**src/rtl/note_key_pkg.sv**
```systemverilog
// Shared note/key definitions for the key transmitter and the LED note decoder:
// note count, ASCII key table, index->code lookup and UART framer state encoding.
package note_key_pkg;

  localparam int NOTE_COUNT     = 12;
  localparam int UART_DATA_BITS = 8;

  localparam logic [7:0] KEY_C  = 8'h7A;  // z
  localparam logic [7:0] KEY_CS = 8'h73;  // s
  localparam logic [7:0] KEY_D  = 8'h78;  // x
  localparam logic [7:0] KEY_DS = 8'h64;  // d
  localparam logic [7:0] KEY_E  = 8'h63;  // c
  localparam logic [7:0] KEY_F  = 8'h76;  // v
  localparam logic [7:0] KEY_FS = 8'h67;  // g
  localparam logic [7:0] KEY_G  = 8'h62;  // b
  localparam logic [7:0] KEY_GS = 8'h68;  // h
  localparam logic [7:0] KEY_A  = 8'h6E;  // n
  localparam logic [7:0] KEY_AS = 8'h6A;  // j
  localparam logic [7:0] KEY_B  = 8'h6D;  // m

  // Lowercase to uppercase distance in ASCII
  localparam logic [7:0] KEY_CASE_OFFSET = 8'h20;

  typedef logic [NOTE_COUNT-1:0] noteMask_t;
  typedef logic [3:0]            noteIdx_t;

  typedef enum logic [1:0] {
    TX_IDLE,
    TX_START,
    TX_DATA,
    TX_STOP
  } txState_t;

  function automatic logic [7:0] noteToKey(input noteIdx_t idx);
    logic [7:0] key;
    case (idx)
      4'd0:    key = KEY_C;
      4'd1:    key = KEY_CS;
      4'd2:    key = KEY_D;
      4'd3:    key = KEY_DS;
      4'd4:    key = KEY_E;
      4'd5:    key = KEY_F;
      4'd6:    key = KEY_FS;
      4'd7:    key = KEY_G;
      4'd8:    key = KEY_GS;
      4'd9:    key = KEY_A;
      4'd10:   key = KEY_AS;
      4'd11:   key = KEY_B;
      default: key = 8'h00;
    endcase
    return key;
  endfunction

  // Lowest set index wins, so C has the highest priority
  function automatic noteIdx_t lowestNote(input noteMask_t mask);
    noteIdx_t idx;
    idx = '0;
    for (int i = NOTE_COUNT - 1; i >= 0; i--) begin
      if (mask[i]) idx = noteIdx_t'(i);
    end
    return idx;
  endfunction

  function automatic noteMask_t noteBit(input noteIdx_t idx);
    return noteMask_t'(1) << idx;
  endfunction

endpackage

```
**src/rtl/note_key_tx_if.sv**
```systemverilog
// Key-input / serial-output bundle of the note key transmitter.
interface note_key_tx_if;
  import note_key_pkg::*;

  noteMask_t   inNotes;
  logic        outTx;
  logic        outBusy;
  logic [7:0]  outCode;

  modport master (output inNotes, input outTx, input outBusy, input outCode);
  modport slave  (input inNotes, output outTx, output outBusy, output outCode);
endinterface

```
**src/rtl/note_key_tx_uart_tx_core.sv**
```systemverilog
// UART 8N1 framer: start bit, 8 data bits LSB first, stop bit, CLKS_PER_BIT clocks each.
module uart_tx_core
  import note_key_pkg::*;
#(
  parameter int CLKS_PER_BIT = 868
) (
  input  logic                      clk,
  input  logic                      rstb,
  input  logic                      inStart,
  input  logic [UART_DATA_BITS-1:0] inData,
  output logic                      outTx,
  output logic                      outBusy
);

  localparam int CNT_W = (CLKS_PER_BIT > 1) ? $clog2(CLKS_PER_BIT) : 1;
  localparam logic [CNT_W-1:0] CNT_LAST = CNT_W'(CLKS_PER_BIT - 1);

  txState_t                  state;
  logic [CNT_W-1:0]          bitTimer;
  logic [2:0]                bitIdx;
  logic [UART_DATA_BITS-1:0] shiftReg;
  logic                      bitEnd;

  assign bitEnd = (bitTimer == CNT_LAST);

  always_ff @(posedge clk or negedge rstb) begin
    if (!rstb) begin
      state    <= TX_IDLE;
      bitTimer <= '0;
      bitIdx   <= '0;
      shiftReg <= '0;
      outTx    <= 1'b1;
      outBusy  <= 1'b0;
    end else begin
      case (state)
        TX_IDLE: begin
          bitTimer <= '0;
          bitIdx   <= '0;
          outTx    <= 1'b1;
          outBusy  <= 1'b0;
          if (inStart) begin
            shiftReg <= inData;
            state    <= TX_START;
            outTx    <= 1'b0;
            outBusy  <= 1'b1;
          end
        end
        TX_START: begin
          bitTimer <= bitEnd ? '0 : bitTimer + 1'b1;
          if (bitEnd) begin
            state    <= TX_DATA;
            outTx    <= shiftReg[0];
            shiftReg <= shiftReg >> 1;
            bitIdx   <= '0;
          end
        end
        TX_DATA: begin
          bitTimer <= bitEnd ? '0 : bitTimer + 1'b1;
          if (bitEnd) begin
            if (bitIdx == 3'd7) begin
              state <= TX_STOP;
              outTx <= 1'b1;
            end else begin
              bitIdx   <= bitIdx + 1'b1;
              outTx    <= shiftReg[0];
              shiftReg <= shiftReg >> 1;
            end
          end
        end
        TX_STOP: begin
          bitTimer <= bitEnd ? '0 : bitTimer + 1'b1;
          // One IDLE cycle always separates frames, even with work queued
          if (bitEnd) begin
            state   <= TX_IDLE;
            outBusy <= 1'b0;
          end
        end
        default: begin
          state   <= TX_IDLE;
          outTx   <= 1'b1;
          outBusy <= 1'b0;
        end
      endcase
    end
  end

endmodule

```
**src/rtl/note_key_tx.sv**
```systemverilog
// Note key transmitter: synchronises key inputs, queues new presses and sends their ASCII
// codes over UART 8N1. Define NOTE_KEY_RELEASE_EN to also send key releases (uppercase codes).
module note_key_tx
  import note_key_pkg::*;
#(
  parameter int CLKS_PER_BIT = 868
) (
  input  logic          clk,
  input  logic          rstb,
  note_key_tx_if.slave  bus
);

  noteMask_t  s1, s2, prev;
  noteMask_t  rise;
  noteMask_t  pressPend, pressGrant;
  logic       startReq;
  logic [7:0] startCode;
  logic [7:0] codeReg;
  logic       txLine, txBusy;

`ifdef NOTE_KEY_RELEASE_EN
  noteMask_t  fall;
  noteMask_t  releasePend, releaseGrant;
  assign fall = prev & ~s2;
`endif

  assign rise = s2 & ~prev;

  // Arbiter: only acts while the framer sits in IDLE
  always_comb begin
    startReq   = 1'b0;
    pressGrant = '0;
    startCode  = 8'h00;
`ifdef NOTE_KEY_RELEASE_EN
    releaseGrant = '0;
`endif
    if (!txBusy) begin
      if (pressPend != '0) begin
        startReq   = 1'b1;
        pressGrant = noteBit(lowestNote(pressPend));
        startCode  = noteToKey(lowestNote(pressPend));
      end
`ifdef NOTE_KEY_RELEASE_EN
      else if (releasePend != '0) begin
        startReq     = 1'b1;
        releaseGrant = noteBit(lowestNote(releasePend));
        startCode    = noteToKey(lowestNote(releasePend)) - KEY_CASE_OFFSET;
      end
`endif
    end
  end

  // Sync stage, edge history and pending queues; a same-cycle rise beats the grant clear
  always_ff @(posedge clk or negedge rstb) begin
    if (!rstb) begin
      s1        <= '0;
      s2        <= '0;
      prev      <= '0;
      pressPend <= '0;
      codeReg   <= 8'h00;
    end else begin
      s1        <= bus.inNotes;
      s2        <= s1;
      prev      <= s2;
      pressPend <= (pressPend & ~pressGrant) | rise;
      if (startReq) codeReg <= startCode;
    end
  end

`ifdef NOTE_KEY_RELEASE_EN
  always_ff @(posedge clk or negedge rstb) begin
    if (!rstb) releasePend <= '0;
    else       releasePend <= (releasePend & ~releaseGrant) | fall;
  end
`endif

  uart_tx_core #(
    .CLKS_PER_BIT (CLKS_PER_BIT)
  ) uTxCore (
    .clk     (clk),
    .rstb    (rstb),
    .inStart (startReq),
    .inData  (startCode),
    .outTx   (txLine),
    .outBusy (txBusy)
  );

  assign bus.outTx   = txLine;
  assign bus.outBusy = txBusy;
  assign bus.outCode = codeReg;

endmodule

```
**src/flat_wrapper.sv**
```systemverilog
// flat-port wrapper written by rule: the top's interface ports become plain ports
module note_key_tx_flat import note_key_pkg::*;
#(
  parameter int CLKS_PER_BIT = 868
)
  (clk, rstb, bus_inNotes, bus_outTx, bus_outBusy, bus_outCode);
  note_key_tx_if bus_i ();
  input  logic clk;
  input  logic rstb;
  input wire logic [$bits(bus_i.inNotes)-1:0] bus_inNotes;
  output wire logic [$bits(bus_i.outTx)-1:0] bus_outTx;
  output wire logic [$bits(bus_i.outBusy)-1:0] bus_outBusy;
  output wire logic [$bits(bus_i.outCode)-1:0] bus_outCode;
  assign bus_i.inNotes = bus_inNotes;
  assign bus_outTx = bus_i.outTx;
  assign bus_outBusy = bus_i.outBusy;
  assign bus_outCode = bus_i.outCode;
  note_key_tx #(.CLKS_PER_BIT(CLKS_PER_BIT)) u_core (.clk(clk), .rstb(rstb), .bus(bus_i));
endmodule
```
**config.mk**
```make
export PLATFORM = sky130hd
export DESIGN_NAME = note_key_tx_flat
export DESIGN_NICKNAME = d
export VERILOG_FILES = /design/src/rtl/note_key_pkg.sv /design/src/rtl/note_key_tx_if.sv /design/src/rtl/note_key_tx_uart_tx_core.sv /design/src/rtl/note_key_tx.sv /design/src/flat_wrapper.sv
export SDC_FILE = /design/constraint.sdc
export NUM_CORES = 1
export LEC_CHECK = 0
export BUFFER_PORTS_ARGS = -buffer_cell sky130_fd_sc_hd__buf_2
export CAP_MARGIN = 20
export CORE_MARGIN = 1.5
export CORE_UTILIZATION = 47
export DETAILED_ROUTE_END_ITERATION = 8
export PLACE_DENSITY = 0.69
export SYNTH_ARGS = -nofsm -noshare
export SYNTH_HDL_FRONTEND = slang
export SYNTH_SLANG_ARGS = --single-unit
```
**constraint.sdc**
```tcl
create_clock -name clk -period 5.7 [get_ports clk]
set_clock_uncertainty 0.05 [all_clocks]
set_input_delay 0.57 -clock clk [delete_from_list [all_inputs] [get_ports clk]]
set_output_delay 0.57 -clock clk [all_outputs]
set_load 0.1 [all_outputs]
```
* Word level (Yosys, flattened, before mapping)
Memory sizes are Yosys's and may differ from the RTL's.
Cells that the tools add are included.
** Storage, ports and cells
- Output and inout bits :: 10
- Bits in read-only memories :: 112
- Logic and storage cells :: 86
- Bits in registers :: 81
- Memories kept :: 1
- Input port bits :: 14
** Operators by class
- Equal/unequal tests :: 11
- Bitwise gates (word level) :: 5
- $add $sub $neg :: 2
- Multiplexer cells :: 45
- Reductions and logical operators :: 10
- Shift-type cells :: 1
** Memory list
- (no name shown) :: depth 16, width 7, read ports 1, clocked after memory_dff 0, wr ports 0, RTL line note_key_pkg.sv:36 : case (idx)
** Operators by type and width (count)
- two-way mux 4 bit :: 14
- two-way mux 8 bit :: 6
- AND 12 bit :: 2
- two-way mux 12 bit :: 2
- NOT 12 bit :: 2
- case mux 8 bit (3 select lines) :: 1
- case mux 10 bit (2 select lines) :: 1
- bitwise OR 12 bit :: 1
- nonzero test 12 bit :: 1
- left shift 1 x 4 -> 12 bit (first input constant) :: 1
- adder 10 x 1 -> 10 bit (second input constant) :: 1
- == test 10 bit (second input constant) :: 1
- two-way mux 10 bit :: 1
- two-way mux 2 bit :: 5
- inequality test 2 bit (second input constant) :: 5
- AND reduction 5 bit :: 2
- two-way mux 3 bit :: 3
- case mux 3 bit (3 select lines) :: 1
- two-way mux 1 bit :: 8
- case mux 2 bit (4 select lines) :: 1
- == test 2 bit (second input constant) :: 2
- AND reduction 4 bit :: 1
- adder 3 x 1 -> 3 bit (second input constant) :: 1
- == test 3 bit (second input constant) :: 1
- other kinds (10) :: 10

* Logic depth before layout (Yosys ltp)
Gate-level depths: netlist of run 1.
- Word-level depth :: 20
- Depth in mapped cells :: 10
- Mapped depth without buffers :: 10

* By module
Synthesis of run 1 repeated with hierarchy kept, for this count alone.
** Unflattened totals
- Cells, all modules :: 284
- Area, all modules :: 3388.2 um^2
** By module, submodules not included
- note_key_tx :: sequential area each 1351.3 um^2, instances 1, cells an instance 163, area each 1991.9 um^2
- uart_tx_core :: sequential area each 626.9 um^2, instances 1, cells an instance 121, area each 1396.3 um^2

* Least setup slack after synthesis of run 1
No wires, ideal clock.
- Path kind :: reg2reg
- Start :: register u_core.pressPend[10]
- End :: register u_core.uTxCore.shiftReg[2]
- Required time :: 5.577 ns
- Period minus slack after synthesis :: 2.169 ns
- Path buffers :: 0
- Arrival time :: 2.046 ns
- Slack :: 3.531 ns
- Cell stages (with the launch flop) :: 10
- Setup time :: 0.073 ns
- Cells stage by stage :: dfrtp_1 -> nand2b_1 -> a221oi_1 -> o211ai_2 -> ha_1 -> and2_2 -> o32a_1 -> o32ai_2 -> a22oi_2 -> a21oi_2
** Between the ends
- Longest elaborated chain between the ends :: 18
- Elaborated cells on any way between the ends :: 23
- Those cells by class :: eq/ne (1); mux (19); reduce/logical (2); memory (1)
** RTL lines
- from (decl) :: RTL line note_key_tx.sv:15 : noteMask_t pressPend, pressGrant;
- from (signal assigned) :: RTL line note_key_tx.sv:65 : pressPend <= (pressPend & ~pressGrant) | rise;
- two-way mux 4 bit (11 in series) :: RTL line note_key_pkg.sv:59 : if (mask[i]) idx = noteIdx_t'(i);
- two-way mux 4 bit :: RTL line note_key_tx.sv:38 : if (pressPend != '0) begin
- two-way mux 4 bit :: RTL line note_key_tx.sv:37 : if (!txBusy) begin
- memory (16 x 7 bit)
- two-way mux 8 bit :: RTL line note_key_tx.sv:38
- two-way mux 8 bit :: RTL line note_key_tx.sv:37
- two-way mux 8 bit :: RTL line note_key_tx_uart_tx_core.sv:41 : if (inStart) begin
- case mux 8 bit (3 select lines) :: RTL line note_key_tx_uart_tx_core.sv:35 : case (state)
- to (signal assigned) :: RTL line note_key_tx_uart_tx_core.sv:42 : shiftReg <= inData;
- to (signal assigned) :: RTL line note_key_tx_uart_tx_core.sv:53 : shiftReg <= shiftReg >> 1;
- to (signal assigned) :: RTL line note_key_tx_uart_tx_core.sv:66 : shiftReg <= shiftReg >> 1;
- to (decl) :: RTL line note_key_tx_uart_tx_core.sv:21 : logic [UART_DATA_BITS-1:0] shiftReg;
Parallel ways exist; a longest one is shown, timed or not. The select of a mux whose other input is x is not followed.
A chain may end at the register's enable or synchronous reset.

* Final worst setup path of run 1
Ends and elaborated chain as after synthesis.

==> out/results.tsv, run 1 <==
stage	metric	value	unit
synth	Post-synth EDFFs	0	
synth	Yosys warning count	0	
sta	max-slew violation count	0	
synth	synth top area cells	dfrtp_1 61%, o21ai_0 4.4%, ha_1 3.5%	
detailed_routing	wire per inst	13.5	µm
synth	share of the synthesized area in the top cell type	60.6	%
cells_and_area	Fillers	552	
detailed_routing	DR vias/cell	5.30	
global_routing	initial antenna violation count	0	
cells_and_area	# diodes	0	
setup_path	reg2reg start	u_core.pressPend[10]$_DFF_PN0_	
sta	RSZ-0062 raised after global routing	no	
cells_and_area	share of cells above drive strength 1	18.3	%
clock_tree	Resize count post-CTS	0	
synth	Seq cells post-synth	78	
floorplanning	Die Span Y	85.3	µm
clock_tree	worst skew pair latency	0.36	ns
sta	Final Hold Fails	0	
power	Leak	1.61	nW
floorplanning	CORE AREA	6460	µm²
min_path	worst hold path class	primary input to register	
setup_path	Crit Path Class	register to register	
global_routing	first-pass GRT wire length	9040	µm
outcome	failing checks	design-rule violations	
power	pwr dens	552	nW/µm²
sta	setup violators final	0	
cells_and_area	final instance count without filler cells	383	
clock_tree	clock sink count	78	
power	VDD IR max	0.207	mV
floorplanning	initial core utilization	49.3	%
clock_tree	clk slew on worst S/H paths	0.09	ns
global_routing	vias in the first global route	1910	
setup_path	Crit path max-delay family	compound AO/OA/AOI/OAI gates	
setup_path	Worst Path Buf+Inv	0	
global_routing	total track usage	16.2	%
synth	Mapped Cells	276	
placed_design	Placer Congestion	0.986	
global_routing	gr ovfl total	0	
detailed_routing	1st-iter DRT viols	140	
synth	synth unique cells	59	
clock_tree	clock buffer depth	2	
synth	post-synthesis sequential area ratio	61.4	%
detailed_routing	DRC	4	
cells_and_area	fin nets	324	
setup_path	Required @ worst endpoint	5.94	ns
run	max-cap violations	0	
floorplanning	site row count	29	
sta	Relative slew margins	38.2	%
clock_tree	CTS Buf Count	9	
sta	TNS Setup	0	ns
cells_and_area	synthesis-to-layout area growth	12.5	%
setup_path	slowest stage cell, crit path	dfrtp_1	
synth	Synth async-reset ratio	100	%
synth	Post-Syn Nets	299	
placed_design	Port Buffers	22	
floorplanning	die width	85.3	µm
setup_path	CP startpoint kind	register	
placed_design	Final HPWL DP	3400	µm
clock_tree	H-Tree Depth	3	
setup_path	FF-to-FF setup slack	3.36	ns
setup_path	crit-path cells	nand2b_1 > a221oi_1 > o211ai_2 > ha_1 > and2_2 > o32a_1 > o32ai_2 > a22oi_2 > a21oi_2	
synth	cell taking the most area after synthesis	dfrtp_1	
synth	average size of a mapped cell	11.5	µm²
min_path	hold worst-path end	u_core.s1[3]$_DFF_PN0_	
sta	f_max	427	MHz
floorplanning	IO Count	24	
sta	Final Cycle Share	41.1	%
clock_tree	clk root buf	clkbuf_8	
synth	top_reg_cell synth	dfrtp_1	
sta	Worst Tran Pin Value	0.926	ns
detailed_routing	vias	2030	
clock_tree	CTS Hold Bufs	0	
detailed_routing	final WL	5180	µm
setup_path	depth of the worst register-to-register path	9	
clock_tree	TritonCTS clock tree	done	
setup_path	reg-to-reg endpoint	u_core.uTxCore.shiftReg[2]$_DFFE_PN0P_	
global_routing	largest net degree at the start of global routing	79	
detailed_routing	post-route ant nets	0	
setup_path	Worst Path Arrival	2.59	ns
min_path	HP Start	bus_inNotes[3]	
placed_design	# placed instances	367	
floorplanning	die area	7270	µm²
min_path	hold depth	1	
clock_tree	Setup Buffers After CTS	0	
synth	Post-Syn Area	3180	µm²
setup_path	CP Max Fanout	5	
outcome	status	complete, but fails checks	
setup_path	Critical Path End Type	register	
setup_path	max incr delay on CP	0.41	ns
detailed_routing	DRT Pass-1 Iters	6	
sta	final critical-path required period	2.34	ns
-- power breakdown --
part,internal [mW],switching (mW),total (mW)
Combinational,0.242,0.498,0.740
Sequential,0.663,0.0859,0.749
Clock,0.268,0.219,0.486
Total,1.17,0.802,1.97
-- cells in the final DEF (no fill, tap or decap), types with 5 or more instances in the layout --
cell type,count
o21ai_0,28
o21ai_1,5
nand3_1,8
clkbuf_8,10
nor2_1,28
dfrtp_1,77
a22o_1,5
buf_2,21
nand2_1,16
inv_1,24
ha_1,9
a21oi_1,6
-- registers in the layout, indices dropped and copies added, names as in the netlist, 3 cells and up --
name                     flops
u_core.bus.outCode           6
u_core.s1                   12
u_core.uTxCore.bitTimer     10
u_core.s2                   12
u_core.prev                 12
u_core.uTxCore.shiftReg      7
u_core.pressPend            12
u_core.uTxCore.bitIdx        3
-- cells by family after synthesis --
family                     synth area share (%)
and+or+nand+nor                            12.6
xor gates and xnor gates                   1.93
muxes                                      1.34
buffers and inverters                      4.52
other                                     0.118
adders and majority gates                  3.54
DFF                                        61.4
AOI/OAI and AO/OA                          14.6
-- worst max-delay path by stage --
stage,startpoint,to,slack [ns],depth (start not counted)
after floorplan,u_core.pressPend[10]$_DFF_PN0_,u_core.uTxCore.shiftReg[2]$_DFFE_PN0P_,3.53,9
after global placement,u_core.pressPend[10]$_DFF_PN0_,u_core.uTxCore.shiftReg[2]$_DFFE_PN0P_,3.42,9
after detailed placement,u_core.pressPend[10]$_DFF_PN0_,u_core.uTxCore.shiftReg[2]$_DFFE_PN0P_,3.38,9
after CTS,u_core.pressPend[10]$_DFF_PN0_,u_core.uTxCore.shiftReg[2]$_DFFE_PN0P_,3.36,9
after global routing,u_core.pressPend[10]$_DFF_PN0_,u_core.uTxCore.shiftReg[1]$_DFFE_PN0P_,3.23,9
final,u_core.pressPend[10]$_DFF_PN0_,u_core.uTxCore.shiftReg[2]$_DFFE_PN0P_,3.36,9
-- Yosys cell counts (2+ instances only) --
cell type  instances
mux2i_1            2
o21ai_1            5
or3_1              3
nor3_1             2
dfrtp_1           77
ha_1               9
nand2_1           16
nand2b_1           4
nand3_1            8
inv_1             24
xnor2_1            3
a22o_1             5
a21oi_1            6
a221oi_1           2
xor2_1             4
clkbuf_1           3
o21ai_0           28
a21o_1             2
buf_4              3
or4_1              2
nor2_1            28
o211ai_1           2
o311a_1            2
-- stage by stage --
step           hold WS (ns)  utilization [%]  total power, mW  setup WS, ns  instance area (µm²)
2_1_floorplan         0.224                -             1.38          3.53                 3180
3_3_place_gp          0.281             51.7             1.49          3.42                 3340
3_5_place_dp          0.285             51.7             1.50          3.38                 3340
4_1_cts               0.242             55.4             1.99          3.36                 3580
5_1_grt               0.238             55.4             2.11          3.23                 3580
6_report              0.261             55.4             1.97          3.36                 3580
-- area by class of cell --
type                            count  area (µm²)  share of cell area, %
Sequential cell                    78        1950                   54.6
Clock buffer                       10         138                   3.85
Clock inverter                      6         100                   2.80
Timing Repair Buffer               22         113                   3.15
Tap cell                           77        96.3                   2.69
Inverter                           25        93.8                   2.62
Multi-Input combinational cell    165        1080                   30.3
-- worst register-to-register path, cell delays in order (launching register included) --
cell,delay [ns]
dfrtp_1,0.41
nand2b_1,0.16
a221oi_1,0.36
o211ai_2,0.20
ha_1,0.37
and2_2,0.18
o32a_1,0.16
o32ai_2,0.16
a22oi_2,0.09
a21oi_2,0.13
-- layer usage --
layer / vias to the layer above / track usage, % / wire [µm]
met1: 974 / 23.3 / 2500
met4: 0 / 7.92 / 115
li1: 999 / - / -
met5: - / 0 / 0
met3: 8 / 4.96 / 278
met2: 49 / 22.3 / 2290
Note: power is estimated with default switching activity, not from simulation.
==> run 2, diff against run 1 <==
Clock period 5.7 ns to 2.4 ns, I/O delays scaled along.
==> run 2 against run 1 <==
Compared with the run above: the flow still finishes with violations (design-rule violations); register-to-register slack worse by 3.2 ns; fmax increased by 2.6%; flip-flop and latch count stayed put; power up 130%; clock power up 110%; critical path type unchanged; largest cell class unchanged; highest routed layer unchanged.
==> out/results.tsv, run 2 (synthesis results as in run 1) <==
stage	metric	value	unit	change
global_routing	first-pass GRT wire length	9590	µm	+6.1%
detailed_routing	post-route ant nets	0		unchanged
sta	setup violators final	0		unchanged
sta	Final Hold Fails	0		unchanged
power	VDD IR max	0.482	mV	+130%
global_routing	largest net degree at the start of global routing	47		-41%
global_routing	total track usage	17.0	%	+0.77 points
setup_path	reg-to-reg endpoint	u_core.uTxCore.shiftReg[0]$_DFFE_PN0P_		
cells_and_area	# diodes	0		unchanged
cells_and_area	final instance count without filler cells	401		+4.7%
global_routing	gr ovfl total	0		unchanged
clock_tree	worst skew pair latency	0.35	ns	about the same
detailed_routing	1st-iter DRT viols	131		-6.4%
placed_design	Final HPWL DP	3600	µm	+5.8%
sta	f_max	438	MHz	+2.6%
min_path	hold worst-path end	u_core.s2[0]$_DFF_PN0_		
setup_path	CP Max Fanout	5		unchanged
clock_tree	Setup Buffers After CTS	0		unchanged
setup_path	Critical Path End Type	register		
setup_path	Crit Path Class	register to register		
placed_design	Port Buffers	22		unchanged
sta	max-slew violation count	0		unchanged
floorplanning	die width	85.3	µm	unchanged
setup_path	depth of the worst register-to-register path	10		+1
outcome	failing checks	design-rule violations		
detailed_routing	DR vias/cell	5.15		-2.8%
sta	Worst Tran Pin Value	0.559	ns	-0.367 ns
clock_tree	clock sink count	78		unchanged
setup_path	Required @ worst endpoint	2.62	ns	-3.32 ns
setup_path	Worst Path Arrival	2.50	ns	-0.09 ns
floorplanning	initial core utilization	49.3	%	unchanged
sta	final critical-path required period	2.28	ns	-0.0596 ns
floorplanning	die area	7270	µm²	unchanged
global_routing	vias in the first global route	2090		+9.4%
floorplanning	IO Count	24		unchanged
setup_path	FF-to-FF setup slack	0.12	ns	-3.24 ns
detailed_routing	DRT Pass-1 Iters	6		unchanged
clock_tree	H-Tree Depth	3		unchanged
placed_design	Placer Congestion	0.941		-4.5%
clock_tree	TritonCTS clock tree	done		
power	Leak	1.67	nW	+3.9%
cells_and_area	Final Util	58.0	%	+2.6 points
min_path	HP Start	u_core.s1[0]$_DFF_PN0_		
sta	Relative slew margins	62.7	%	+24 points
global_routing	initial antenna violation count	0		unchanged
min_path	hold depth	0		-1
cells_and_area	share of cells above drive strength 1	19.4	%	+1.1 points
placed_design	# placed instances	372		+1.4%
min_path	worst hold path class	register to register		
detailed_routing	DRC	4		unchanged
floorplanning	Die Span Y	85.3	µm	unchanged
cells_and_area	most frequent cells in the layout	77 x dfrtp_1, 28 x o21ai_0, 27 x nor2_1		
clock_tree	CTS Buf Count	9		unchanged
detailed_routing	final WL	5310	µm	+2.5%
power	pwr dens	1240	nW/µm²	+120%
floorplanning	site row count	29		unchanged
detailed_routing	wire per inst	13.2	µm	-2.1%
sta	Final Cycle Share	95.2	%	+54 points
cells_and_area	fin nets	342		+5.6%
cells_and_area	synthesis-to-layout area growth	17.7	%	
run	max-cap violations	0		unchanged
detailed_routing	vias	2065		+1.7%
clock_tree	clk slew on worst S/H paths	0.08	ns	about the same
setup_path	reg2reg start	u_core.pressPend[10]$_DFF_PN0_		
cells_and_area	most common cell after layout, fill and taps aside	dfrtp_1		
floorplanning	CORE AREA	6460	µm²	unchanged
clock_tree	clock buffer depth	2		unchanged
outcome	status	complete, but fails checks		
clock_tree	clk root buf	clkbuf_8		
setup_path	CP startpoint kind	register		
==> run 2: cell types whose count changed in the layout (fill, tap and decap cells not counted), sizes merged <==
cell,change
clkbuf,+1
clkinvlp,+1
dlygate4sd3,+13
bufinv,-1
clkinv,+1
inv,-2
buf,+5
==> run 2: worst max path at each step <==
| stage | end | startpoint | slack, ns | cells after the start |
|---|---|---|---|---|
| 4_1_cts | u_core.uTxCore.shiftReg[2]$_DFFE_PN0P_ | u_core.pressPend[3]$_DFF_PN0_ | 0.1 | 8 |
| 2_1_floorplan | u_core.uTxCore.shiftReg[2]$_DFFE_PN0P_ | u_core.pressPend[10]$_DFF_PN0_ | 0.23 | 9 |
| 3_3_place_gp | u_core.uTxCore.shiftReg[2]$_DFFE_PN0P_ | u_core.pressPend[10]$_DFF_PN0_ | 0.12 | 9 |
| 6_report | u_core.uTxCore.shiftReg[0]$_DFFE_PN0P_ | u_core.pressPend[10]$_DFF_PN0_ | 0.12 | 10 |
| 3_5_place_dp | u_core.uTxCore.shiftReg[2]$_DFFE_PN0P_ | u_core.pressPend[10]$_DFF_PN0_ | 0.04 | 9 |
| 5_1_grt | u_core.uTxCore.shiftReg[0]$_DFFE_PN0P_ | u_core.pressPend[10]$_DFF_PN0_ | -0.04 | 10 |
==> run 2: worst max-delay path, cell delays in order, from the launching register on <==
cell and delay, ns:
dfrtp_1 0.42, nand2b_1 0.17, a221oi_2 0.37, o211ai_4 0.17, inv_2 0.12, ha_1 0.18
inv_1 0.09, a21oi_1 0.14, nor2_1 0.05, o221a_1 0.26, o211ai_1 0.18
==> run 2: power breakdown <==
group          leakage (nW)  switching (mW)  internal [mW]
clock                 0.102           0.488          0.522
combinational         0.662            1.22          0.634
sequential            0.906           0.195           1.57
total                  1.67            1.91           2.73
==> run 2: layout make-up <==
type,count,area [µm²]
tap,77,96.3
sequential,78,1950
clock buffer,11,141
clock inverter,5,66.3
timing repair buffer,40,280
inverter,25,93.8
fill,546,2710
multi-input combinational,165,1110
==> run 2: layer usage <==
| metal | GRT usage, % | wire length [µm] |
|---|---|---|
| met5 | 0 | 0 |
| met4 | 7.62 | 57 |
| met3 | 4.86 | 226 |
| met1 | 22.5 | 2590 |
| met2 | 26.1 | 2440 |
==> run 2: through the flow <==
stage	total power, mW	hold slack [ns]	TNS [ns]	setup WS, ns	instance area (µm²)
2_1_floorplan	3.27	-0.106	0	0.231	3180
3_3_place_gp	3.55	0.219	0	0.118	3380
3_5_place_dp	3.60	0.222	0	0.0359	3380
4_1_cts	4.65	0.303	0	0.0956	3720
5_1_grt	5.00	0.311	-0.0491	-0.0369	3750
6_report	4.64	0.301	0	0.115	3750
==> run 2: timing repair <==
| item | 4_1_cts | 5_1_grt |
|---|---|---|
| endpoints found under the setup margin | 1 | 3 |
| hold buffers | 13 | 0 |
| cloned | 0 | 0 |
| resized for setup | 1 | 3 |
| pin swaps | 0 | 2 |
| endpoints found under the hold margin | 55 | 0 |
